## config.mk

```make
export PLATFORM = sky130hd
export DESIGN_NAME = dec_fpr_wb_ctl
export DESIGN_NICKNAME = d
export VERILOG_FILES = /design/src/rtl/dec_fpr_wb_ctl.sv
export SDC_FILE = /design/constraint.sdc
export NUM_CORES = 1
export LEC_CHECK = 0
export ABC_AREA = 1
export CORE_UTILIZATION = 35
export DETAILED_ROUTE_END_ITERATION = 16
export PLACE_DENSITY = 0.8
export SLEW_MARGIN = 20
export SYNTH_ARGS = -nofsm -noshare
export SYNTH_HDL_FRONTEND = slang
export SYNTH_SLANG_ARGS = --single-unit
```

## constraint.sdc

```tcl
create_clock -name clk -period 2.9 [get_ports clk]
set_input_delay 0.435 -clock clk [delete_from_list [all_inputs] [get_ports clk]]
set_output_delay 0.435 -clock clk [all_outputs]
set_load 0.05 [all_outputs]
```

## src/rtl/dec_fpr_wb_ctl.sv

```systemverilog
// dec_fpr_wb_ctl
//   Write-side controller for the FP register file. Merges three fixed-latency
//   sources (fp0, fp1, ld) and the long-latency divide/sqrt result onto the
//   three register-file write ports. It also tracks in-flight divide
//   destinations in a 32-entry busy scoreboard so decode can stall dependents.
//
// Ports
//   clk, rst              core clock, synchronous active-high reset
//   fp0_*/fp1_*/ld_*      fast sources, no backpressure (fp0->port0,
//                         fp1->port1, ld->port2)
//   div_valid/waddr/wd    pending divide result; div_ready acks it
//   div_issue(_waddr)     divide issued at decode, marks destination busy
//   div_kill              flush: drops all busy bits and the starvation state
//   busy                  per-FPR pending-divide scoreboard
//   wb_stall              asks decode to keep fp1 idle so the divide can drain
//   wenN/waddrN/wdN       registered register-file write ports
module dec_fpr_wb_ctl #(
   parameter int STARVE_MAX = 4,
   parameter int CNT_W      = 3
) (
   input  logic        clk,
   input  logic        rst,
   input  logic        fp0_wen,
   input  logic [4:0]  fp0_waddr,
   input  logic [31:0] fp0_wd,
   input  logic        fp1_wen,
   input  logic [4:0]  fp1_waddr,
   input  logic [31:0] fp1_wd,
   input  logic        ld_wen,
   input  logic [4:0]  ld_waddr,
   input  logic [31:0] ld_wd,
   input  logic        div_valid,
   input  logic [4:0]  div_waddr,
   input  logic [31:0] div_wd,
   output logic        div_ready,
   input  logic        div_issue,
   input  logic [4:0]  div_issue_waddr,
   input  logic        div_kill,
   output logic [31:0] busy,
   output logic        wb_stall,
   output logic        wen0,
   output logic        wen1,
   output logic        wen2,
   output logic [4:0]  waddr0,
   output logic [4:0]  waddr1,
   output logic [4:0]  waddr2,
   output logic [31:0] wd0,
   output logic [31:0] wd1,
   output logic [31:0] wd2
);

   localparam logic [CNT_W-1:0] CNT_MAX = CNT_W'(STARVE_MAX);

   logic             wen0_q, wen1_q, wen2_q, wen0_d, wen1_d, wen2_d;
   logic [4:0]       waddr0_q, waddr1_q, waddr2_q, waddr0_d, waddr1_d, waddr2_d;
   logic [31:0]      wd0_q, wd1_q, wd2_q, wd0_d, wd1_d, wd2_d;
   logic [31:0]      busy_q, busy_d;
   logic [CNT_W-1:0] cnt_q, cnt_d;
   logic             stall_q, stall_d;

   logic hs, waw, div_wr, div_p0, div_p1, div_p2;
   logic [31:0] set_vec, clr_vec;

   // Divide arbitration: any free port grants; a kill or reset blocks the ack.
   always_comb begin
      div_ready = div_valid & ~div_kill & ~rst & (~fp0_wen | ~fp1_wen | ~ld_wen);
      hs        = div_ready;
      // A same-cycle fast write to the same FPR is younger, so the divide
      // result is consumed but dropped.
      waw    = (fp0_wen && (fp0_waddr == div_waddr)) ||
               (fp1_wen && (fp1_waddr == div_waddr)) ||
               (ld_wen  && (ld_waddr  == div_waddr));
      div_wr = hs & ~waw;
      // Lowest-numbered free port takes the divide.
      div_p0 = div_wr & ~fp0_wen;
      div_p1 = div_wr &  fp0_wen & ~fp1_wen;
      div_p2 = div_wr &  fp0_wen &  fp1_wen & ~ld_wen;
   end

   // Write-port next state; address/data hold when the port is idle.
   always_comb begin
      wen0_d   = fp0_wen | div_p0;
      wen1_d   = fp1_wen | div_p1;
      wen2_d   = ld_wen  | div_p2;
      waddr0_d = waddr0_q;
      waddr1_d = waddr1_q;
      waddr2_d = waddr2_q;
      wd0_d    = wd0_q;
      wd1_d    = wd1_q;
      wd2_d    = wd2_q;
      if (fp0_wen) begin
         waddr0_d = fp0_waddr; wd0_d = fp0_wd;
      end else if (div_p0) begin
         waddr0_d = div_waddr; wd0_d = div_wd;
      end
      if (fp1_wen) begin
         waddr1_d = fp1_waddr; wd1_d = fp1_wd;
      end else if (div_p1) begin
         waddr1_d = div_waddr; wd1_d = div_wd;
      end
      if (ld_wen) begin
         waddr2_d = ld_waddr; wd2_d = ld_wd;
      end else if (div_p2) begin
         waddr2_d = div_waddr; wd2_d = div_wd;
      end
   end

   // Starvation counter, stall flag and scoreboard.
   always_comb begin
      cnt_d = cnt_q;
      if (div_kill || !div_valid || hs)
         cnt_d = '0;
      else if (cnt_q < CNT_MAX)
         cnt_d = cnt_q + 1'b1;

      // Stall rises with the edge on which the counter saturates.
      stall_d = stall_q;
      if (div_kill || hs)
         stall_d = 1'b0;
      else if (cnt_d == CNT_MAX)
         stall_d = 1'b1;

      set_vec = div_issue ? (32'd1 << div_issue_waddr) : 32'd0;
      clr_vec = hs        ? (32'd1 << div_waddr)       : 32'd0;
      // Set is applied after clear so a same-address issue wins.
      busy_d  = div_kill ? 32'd0 : ((busy_q & ~clr_vec) | set_vec);
   end

   always_ff @(posedge clk) begin
      if (rst) begin
         wen0_q   <= 1'b0;  wen1_q   <= 1'b0;  wen2_q   <= 1'b0;
         waddr0_q <= '0;    waddr1_q <= '0;    waddr2_q <= '0;
         wd0_q    <= '0;    wd1_q    <= '0;    wd2_q    <= '0;
         busy_q   <= '0;
         cnt_q    <= '0;
         stall_q  <= 1'b0;
      end else begin
         wen0_q   <= wen0_d;   wen1_q   <= wen1_d;   wen2_q   <= wen2_d;
         waddr0_q <= waddr0_d; waddr1_q <= waddr1_d; waddr2_q <= waddr2_d;
         wd0_q    <= wd0_d;    wd1_q    <= wd1_d;    wd2_q    <= wd2_d;
         busy_q   <= busy_d;
         cnt_q    <= cnt_d;
         stall_q  <= stall_d;
      end
   end

   assign wen0 = wen0_q;  assign waddr0 = waddr0_q;  assign wd0 = wd0_q;
   assign wen1 = wen1_q;  assign waddr1 = waddr1_q;  assign wd1 = wd1_q;
   assign wen2 = wen2_q;  assign waddr2 = waddr2_q;  assign wd2 = wd2_q;
   assign busy     = busy_q;
   assign wb_stall = stall_q;

`ifdef ASSERT_ON
   a_fp1_under_stall: assert property (@(posedge clk) disable iff (rst)
      !(stall_q && fp1_wen));
   a_fast_addr_unique: assert property (@(posedge clk) disable iff (rst)
      !((fp0_wen && fp1_wen && fp0_waddr == fp1_waddr) ||
        (fp0_wen && ld_wen  && fp0_waddr == ld_waddr)  ||
        (fp1_wen && ld_wen  && fp1_waddr == ld_waddr)));
   a_issue_not_busy: assert property (@(posedge clk) disable iff (rst)
      !(div_issue && busy_q[div_issue_waddr]));
`endif

endmodule

```

# Word level (Yosys, flattened, before mapping)
# Cells that the tools add are included.
[word_totals]
reg_bits = 150
inputBits = 161
out_inout_bits = 148
elab_cells = 73
[classes]
n_addsub = 1
magnitude_cmp = 1
n_eq_ne = 4
shifts = 2
mux = 16
n_bitwise = 23
n_reduce_logical = 14
[op_table]
columns = ["cell", "n"]
rows = [
  ["32-bit 2-to-1 mux", 8],
  ["1-bit by 5-bit left shift with 32-bit output, first input constant", 2],
  ["32-bit AND", 1],
  ["32-bit inverter", 1],
  ["32-bit bitwise OR", 1],
  ["5-bit 2-to-1 mux", 6],
  ["5-bit equality test", 3],
  ["1-bit AND", 9],
  ["3-bit 2-to-1 mux", 2],
  ["1-bit inverter", 6],
  ["2-bit nonzero test", 3],
  ["1-bit logical OR", 5],
  ["1-bit bitwise OR", 5],
  ["2-bit OR reduction", 2],
  ["3-bit by 1-bit adder with 3-bit output, second input constant", 1],
  ["3-bit equality test, second input constant", 1],
  ["1-bit logical AND", 3],
  ["3-bit < comparator, second input constant", 1],
  ["1-bit logical NOT", 1],
]

# Logic depth before layout (Yosys ltp)
# Gate-level depths: netlist of the first run.
[logic_depth]
depth_word = 11
mapped_depth = 15
ltp_nobuf = 12

# Worst setup path after synthesis of the first run
# OpenSTA, ideal clock, no wires.
[synth_timing]
kind = "input port to flip-flop"
from = "input rst"
to = "register waddr1_q[0] (netlist: waddr1[0])"
setup_time_ns = 0.116
arrival_ns = 2.089
required_time_ns = 2.784
setup_slack_ns = 0.694
cell_stages = 13
n_path_buf = 3
path_cell_list = "buf_2 -> inv_2 -> nand3_2 -> a31oi_4 -> nand2_2 -> nor2_4 -> nand2_1 -> nand2_1 -> buf_6 -> inv_2 -> buf_6 -> nor2_1 -> nor2_1"
[synth_via]
elab_chain_cells = 7
[synth_lines]
columns = ["item", "line_no", "source"]
rows = [
  ["from (decl)", "22", "input logic rst,"],
  ["1-bit inverter", "66", "div_ready = div_valid & ~div_kill & ~rst & (~fp0_wen | ~fp1_wen | ~ld_wen);"],
  ["1-bit AND (2 in a row)", "66", ""],
  ["net div_ready", "35", "output logic div_ready,"],
  ["1-bit AND", "73", "div_wr = hs & ~waw;"],
  ["1-bit AND (2 in a row)", "76", "div_p1 = div_wr & fp0_wen & ~fp1_wen;"],
  ["2-bit nonzero test (no line)", "n/a", ""],
  ["to (signal assigned)", "139", "waddr0_q <= waddr0_d; waddr1_q <= waddr1_d; waddr2_q <= waddr2_d;"],
  ["to (decl)", "55", "logic [4:0] waddr0_q, waddr1_q, waddr2_q, waddr0_d, waddr1_d, waddr2_d;"],
]
# The timed path passes the listed nets, and every way through them passes these cells.
# A chain may end at the register's enable or synchronous reset.

# Worst setup path after layout of the first run
[layout_timing]
from = "input div_waddr[0]"
to = "register wd1_q[1] (netlist: wd1[1])"
[layout_via]
elab_chain_cells = 9
elab_cells_between_ends = 13
classes_between = "eq/ne (3); bitwise (4); reduce/logical (6)"
[layout_lines]
columns = ["item", "line_no", "source"]
rows = [
  ["from (decl)", "33", "input logic [4:0] div_waddr,"],
  ["5-bit equality test (on tied branches)", "70, 71", ""],
  ["1-bit logical AND (on tied branches)", "70, 71", ""],
  ["1-bit logical OR", "70", "waw = (fp0_wen && (fp0_waddr == div_waddr)) ||"],
  ["1-bit logical OR (*)", "71", "(fp1_wen && (fp1_waddr == div_waddr)) ||"],
  ["1-bit inverter (*)", "73", ""],
  ["1-bit AND (*)", "73", ""],
  ["1-bit AND (*) (2 in a row)", "76", ""],
  ["2-bit nonzero test (no line) (*)", "n/a", ""],
  ["to (signal assigned)", "140", "wd0_q <= wd0_d; wd1_q <= wd1_d; wd2_q <= wd2_d;"],
  ["to (decl)", "56", "logic [31:0] wd0_q, wd1_q, wd2_q, wd0_d, wd1_d, wd2_d;"],
]
# Mark *: on every way between the ends. The rest lies on a longest branch, timed or not.

==> reports/metrics.cfg, run 1 <==
[pwr]
leakagePower_nw = 4.35
share_comb_of_total_power_pct = 23.9
power-per-cell-area_nw_per_um2 = 529
vdd_ir_drop_max_v = 0.000377
p_int_w = 0.00392
power.share.clock_pct = 37.6
power.switching_fraction_pct = 32.3
netSwitchingPower_w = 0.00188
power.share.sequential_pct = 38.5

[critical_path]
timing.critical_path.fanout_max = 38
critPathArrivalTime_ps = 2530
setup.reg_to_reg.worst_slack_ps = 1770
path_class = primary input to flip-flop
rr_startpoint = cnt_q[0]
r2r-end = wb_stall
type_of_destination_of_the_critical_path = flip-flop
critPathRequiredTime_ps = 3210
start_kind = primary input
r2r.worst_path.cells = 6

[global_routing]
grt_overflow_total = 0
largest_net_degree_at_the_start_of_global_routing = 72
gr-usage-all-layers_pct = 26.8
number_of_global_route_vias_before_repair = 7645
antenna_found_initial = 4
grt_pass1_wl_um = 42100

[die]
die_width_um = 144
io_pins = 309
std_cell_rows = 51
core_area_um2 = 19700
initial_core_util_pct = 36.1
die_area_um2 = 20800
floorplan.die.height_um = 144

[layout]
num-nets-final = 1489
drive_above_1_share_pct = 6.79
layout.cell_area.non_filler_um2 = 11000
areaGrowthSynthToFinish_pct = 54.5

[sta]
setup_tns_ps = 0
final-max-slew-violation-count = 0
setup_violations = 0
max-slew-margin-rel_pct = 45.0
finalWorstPathRequiredPeriod_ps = 2230
rsz0062_at_grt = false
clock_skew_ps = 5.44
layout_worst_path_cycle_share_pct = 76.8
hold-worst-slack_ps = 448
clock.fmax_ghz = 0.449
report.final.hold_viol_count = 0
tightestPinTransition_ps = 826

[clocking]
clk_pin_slew_ps = 60
number_of_h_tree_branching_levels = 4
cts_resized = 0
clock_latency_on_the_worst_skew_pair_ps = 420
clock-root-buffer = clkbuf_16
clock-sinks = 150
tritoncts = yes
cts_max_path_buffers = 2
cts_hold_repair.buffers = 0
cts_post_setup_buffers_inserted = 0
cts_bufs_inserted = 17

[placed_design]
detailed_place_hpwl_um = 21300
io_buffers = 308
routabilityCongestion = 0.922
placement.cell_area_um2 = 10400

[min_path]
hold_path_class = flip-flop to flip-flop
min_path_cells = 2
worst_min_delay_path_endpoint = wb_stall
holdCritStartpoint = wb_stall

[route]
detail_route.first_pass.iterations = 5
total_wire_length_um = 28900
detailed_route_wire_length_per_cell_um = 18.0
route.antenna.remaining_nets = 0
via_per_inst = 5.16
drt_drc_violations_left = 0
dr.first_iter.drc_count = 505
via_count = 8287

[run]
cap_violations = 0

[synth]
synth_edf_count = 0
per_instance_average_area_after_synthesis_um2 = 6.73
synth_top_flop_cell = dfxtp_1
syn-instance-count = 1053
synthesis.nets = 1215
post_synth_instance_area_um2 = 7090
post_synth_num_cell_types = 26
yosys_warning_count = 0
ys_ff_latch = 150
synth.yosys.seq_area_share_pct = 42.4
synth-async-reset-ratio_pct = 0

[outcome]
status = completed

## synth_stat cells, types with 2 or more instances
cell type | count | share of area, %
nor4_1 | 6 | 0.53
nand2_2 | 2 | 0.18
clkbuf_1 | 54 | 2.9
or2_2 | 5 | 0.44
nand3_2 | 2 | 0.28
buf_6 | 5 | 0.79
a31oi_1 | 33 | 2.9
nand3b_1 | 13 | 1.4
inv_1 | 55 | 2.9
inv_2 | 4 | 0.21
o21ai_1 | 5 | 0.35
dfxtp_1 | 150 | 42
nor3_2 | 9 | 1.3
nor2_1 | 138 | 7.3
nand4_1 | 17 | 1.5
nor3_1 | 2 | 0.14
o21ai_0 | 120 | 8.5
nand2_1 | 274 | 15
nand3_1 | 71 | 5.0
buf_1 | 4 | 0.21
a21oi_1 | 63 | 4.4
buf_2 | 17 | 1.2
## sequential cells by signal (all words and copies together), names as in the netlist
signal	cells
busy	32
cnt_q	3
waddr0	5
waddr1	5
waddr2	5
wb_stall	1
wd0	32
wd1	32
wd2	32
wen0	1
wen1	1
wen2	1
## worst max-delay path, stage by stage
cell	delay, ps
clkdlybuf4s50_1	470
inv_2	250
nand2_1	80
nand2_1	60
nor2_1	40
nand3_1	90
nand2_2	70
nor2_4	230
nand2_1	110
nand2_1	120
buf_12	210
inv_2	160
nor2_1	120
nor2_1	60
## power by group through the flow
stage,Combinational [W],Sequential (W),Clock (W)
floorplan,0.000394,0.00265,0
global placement,0.00137,0.00228,0
CTS,0.00138,0.00223,0.00222
detailed placement,0.00138,0.00228,0
finish,0.00138,0.00223,0.00218
global route,0.00147,0.00224,0.00231
## layout make-up
class                           count  area (µm²)
Antenna cell                        2        5.00
Clock buffer                       18         439
Clock inverter                     14         140
Fill cell                        1899        8700
Inverter                           59         221
Multi-Input combinational cell    763        3510
Sequential cell                   150        3000
Tap cell                          265         332
Timing Repair Buffer              336        3310
## routing by layer
layer  global-route usage [%]  part of all wire [%]  vias up
met5                        0                 0.035        -
met4                     9.92                   2.9        2
met3                     8.38                    10       51
met2                     47.4                    49      410
met1                     29.8                    37     3814
li1                         -                     -     4010
## per-stage QoR
step / setup slack [ps] / total power (W) / util [%] / std cells
finish: 673 / 0.00580 / 55.7 / 1607
global route: 458 / 0.00602 / 55.7 / 1606
CTS: 712 / 0.00583 / 55.7 / 1605
detailed placement: 265 / 0.00365 / 52.8 / 1573
global placement: 339 / 0.00364 / 52.8 / 1573
floorplan: 694 / 0.00304 / - / 1053
## cells by family after synthesis
logic type / Yosys count / share of synthesized area, %
and+or+nand+nor: 540 / 32.7
AOI/OAI and AO/OA: 222 / 16.5
buffers and inverters: 140 / 8.29
DFF: 150 / 42.4
adders and majority gates: 1 / 0.176
## cells in the final DEF (no fill, tap or decap), types with 9 or more instances in the layout
master,count
a31oi_1,33
nand3b_1,13
clkdlybuf4s50_1,303
nand2_1,274
buf_4,26
nand4_1,17
a21oi_1,63
o21ai_0,120
dfxtp_1,150
inv_1,54
nor3_2,9
nor2_1,137
nand3_1,71
clkbuf_16,17
## worst max path at each step
stage                            start  slack (ps)   endpoint
after floorplan                    rst         690  waddr1[0]
after global placement    div_waddr[2]         340  waddr1[4]
after detailed placement  div_waddr[2]         270    wd1[16]
after CTS                 div_waddr[2]         710     wd1[1]
after global routing      div_waddr[2]         460    wd1[31]
final                     div_waddr[0]         670     wd1[1]
No activity file was read; power rests on OpenSTA's default activity.
==> run 2: changes to the inputs <==
Clock period 2.9 ns to 2.25 ns, I/O delays scaled along.
==> reports/metrics.cfg, run 2 (synthesis gave the netlist of run 1 again) <==
[outcome]
status = completed  ; unchanged

[layout]
num-nets-final = 1514  ; was 1,489
nFillCells = 1840  ; was 1,899
multi_input_area_um2 = 3510  ; unchanged
finish.cell_count_without_fillers = 1632  ; was 1,607
mostFrequentLayoutCell = clkdlybuf4s50_1  ; unchanged
seq_area_um2 = 3000  ; unchanged
mostFrequentLayoutCells = clkdlybuf4s50_1 (303), nand2_1 (274), dfxtp_1 (150), nor2_1 (137), o21ai_0 (120)  ; unchanged
areaGrowthSynthToFinish_pct = 57.2  ; was 54.5%
drive_above_1_share_pct = 8.42  ; was 6.79%
finalCoreUtilization_pct = 56.7  ; was 55.7%

[die]
die_area_um2 = 20800  ; unchanged
die_width_um = 144  ; unchanged
core_area_um2 = 19700  ; unchanged
std_cell_rows = 51  ; unchanged
io_pins = 309  ; unchanged
initial_core_util_pct = 36.1  ; unchanged
floorplan.die.height_um = 144  ; unchanged

[clocking]
cts_max_path_buffers = 2  ; unchanged
cts_resized = 0  ; unchanged
number_of_h_tree_branching_levels = 4  ; unchanged
cts_hold_repair.buffers = 0  ; unchanged
clk_pin_slew_ps = 70  ; was 60 ps
tritoncts = yes  ; unchanged
cts_post_setup_buffers_inserted = 0  ; unchanged
clock-root-buffer = clkbuf_16  ; unchanged
clock-sinks = 150  ; unchanged
clock_latency_on_the_worst_skew_pair_ps = 420  ; about the same
cts_bufs_inserted = 17  ; unchanged

[sta]
finalWorstPathRequiredPeriod_ps = 1980
clock_skew_ps = 6.78  ; was 5.44 ps
report.final.hold_viol_count = 0  ; unchanged
finalWorstSetupSlack_ps = 266  ; was 673 ps
tightestPinTransition_ps = 801  ; was 826 ps
final-max-slew-violation-count = 0  ; unchanged
setup_violations = 0  ; unchanged
max-slew-margin-rel_pct = 46.6  ; was 45.0%
rsz0062_at_grt = false  ; unchanged
clock.fmax_ghz = 0.504
layout_worst_path_cycle_share_pct = 88.2

[placed_design]
io_buffers = 308  ; unchanged
routabilityCongestion = 0.931  ; was 0.922
placed_cells = 1598  ; was 1,573
detailed_place_hpwl_um = 21700  ; was 21,300 µm
pre_cts_slack_ps = -156  ; was 265 ps

[min_path]
hold_path_class = flip-flop to flip-flop  ; unchanged

[critical_path]
critPathRequiredTime_ps = 1910  ; was 3210 ps
max_stage_delay_ps = 830  ; was 470 ps
critical_path_buf_inv_count = 1  ; was 4
path_class = flip-flop to output pin  ; was primary input to flip-flop
critPathArrivalTime_ps = 1650  ; was 2530 ps
cpLargestDelayFamily = buffers and inverters  ; unchanged
crit_chain = clkdlybuf4s50_1  ; was clkdlybuf4s50_1 -> inv_2 -> nand2_1 -> nand2_1 -> nor2_1 -> nand3_1 -> nand2_2 -> nor2_4 -> nand2_1 -> nand2_1 -> buf_12 -> inv_2 -> nor2_1 -> nor2_1
timing.critical_path.fanout_max = 2  ; was 38
start_kind = flip-flop  ; was primary input
critical-path-slowest-cell = clkdlybuf4s50_1  ; unchanged
type_of_destination_of_the_critical_path = output pin  ; was flip-flop

[pwr]
p_int_w = 0.00506  ; was 0.00392 W
power.switching_fraction_pct = 32.7  ; was 32.3%
share_comb_of_total_power_pct = 24.1  ; was 23.9%
power-per-cell-area_nw_per_um2 = 674  ; was 529 nW/µm²
netSwitchingPower_w = 0.00246  ; was 0.00188 W
leakagePower_nw = 4.47  ; was 4.35 nW
power.share.sequential_pct = 38.3  ; was 38.5%
vdd_ir_drop_max_v = 0.000475  ; was 0.000377 V
power.share.clock_pct = 37.6  ; about the same
power_w = 0.00752  ; was 0.00580 W

[route]
detailed_route_wire_length_per_cell_um = 17.8  ; was 18.0 µm
detail_route.first_pass.iterations = 8  ; was 5
route.antenna.remaining_nets = 0  ; unchanged
via_count = 8401  ; was 8,287
via_per_inst = 5.15  ; was 5.16
total_wire_length_um = 29100  ; was 28,900 µm
drt_drc_violations_left = 0  ; unchanged
dr.first_iter.drc_count = 484  ; was 505

[global_routing]
number_of_global_route_vias_before_repair = 7825  ; was 7,645
grt_pass1_wl_um = 42600  ; was 42,100 µm
grt_overflow_total = 0  ; unchanged
largest_net_degree_at_the_start_of_global_routing = 71  ; was 72
antenna_found_initial = 3  ; was 4
gr-usage-all-layers_pct = 27.1  ; was 26.8%

[run]
cap_violations = 0  ; unchanged

run 2: cell count changes in the layout (fill, tap and decap cells not counted):
cell | previous run | this run
clkbuf_1 | 0 | 1
clkinvlp_4 | 4 | 3
inv_6 | 4 | 5
buf_12 | 3 | 4
clkbuf_8 | 1 | 0
buf_4 | 26 | 50
run 2: layer usage:
metal,vias up,part of all wire [%],global-route usage [%]
met5,-,0.045,0
met4,2,2.8,10.4
met2,406,50,48.7
met3,46,10,8.15
met1,3886,37,29.8
li1,4061,-,-
run 2: path summary, 6_finish.rpt:
check           start        to  slack, ps  depth (start not counted)
min          wb_stall  wb_stall        450                          2
max reg2reg  cnt_q[0]  wb_stall       1080                          6
min reg2reg  wb_stall  wb_stall        450                          2
max           wd2[21]   wd2[21]        270                          1
run 2: metrics by stage:
stage | TNS, ps | hold WS, ps | cell area, µm²
CTS | 0 | 447 | 11100
floorplan | 0 | 499 | 7090
global route | 0 | 474 | 11100
global placement | -611 | 438 | 10600
finish | 0 | 450 | 11100
detailed placement | -5250 | 439 | 10600
run 2: layout make-up:
class	instances	share of cell area [%]
Sequential cell	150	26.9
Clock buffer	18	3.85
Clock inverter	14	1.27
Tap cell	265	2.97
Inverter	59	1.99
Multi-Input combinational cell	763	31.5
Timing Repair Buffer	361	31.5
Antenna cell	2	0.0449
run 2: power by group through the flow:
stage | Sequential (W) | Clock, W | Combinational (W)
after global placement | 0.00293 | 0 | 0.00179
final | 0.00288 | 0.00282 | 0.00181
after floorplan | 0.00341 | 0 | 0.000508
after global routing | 0.00289 | 0.00299 | 0.00192
after detailed placement | 0.00294 | 0 | 0.00181
after CTS | 0.00288 | 0.00286 | 0.00182
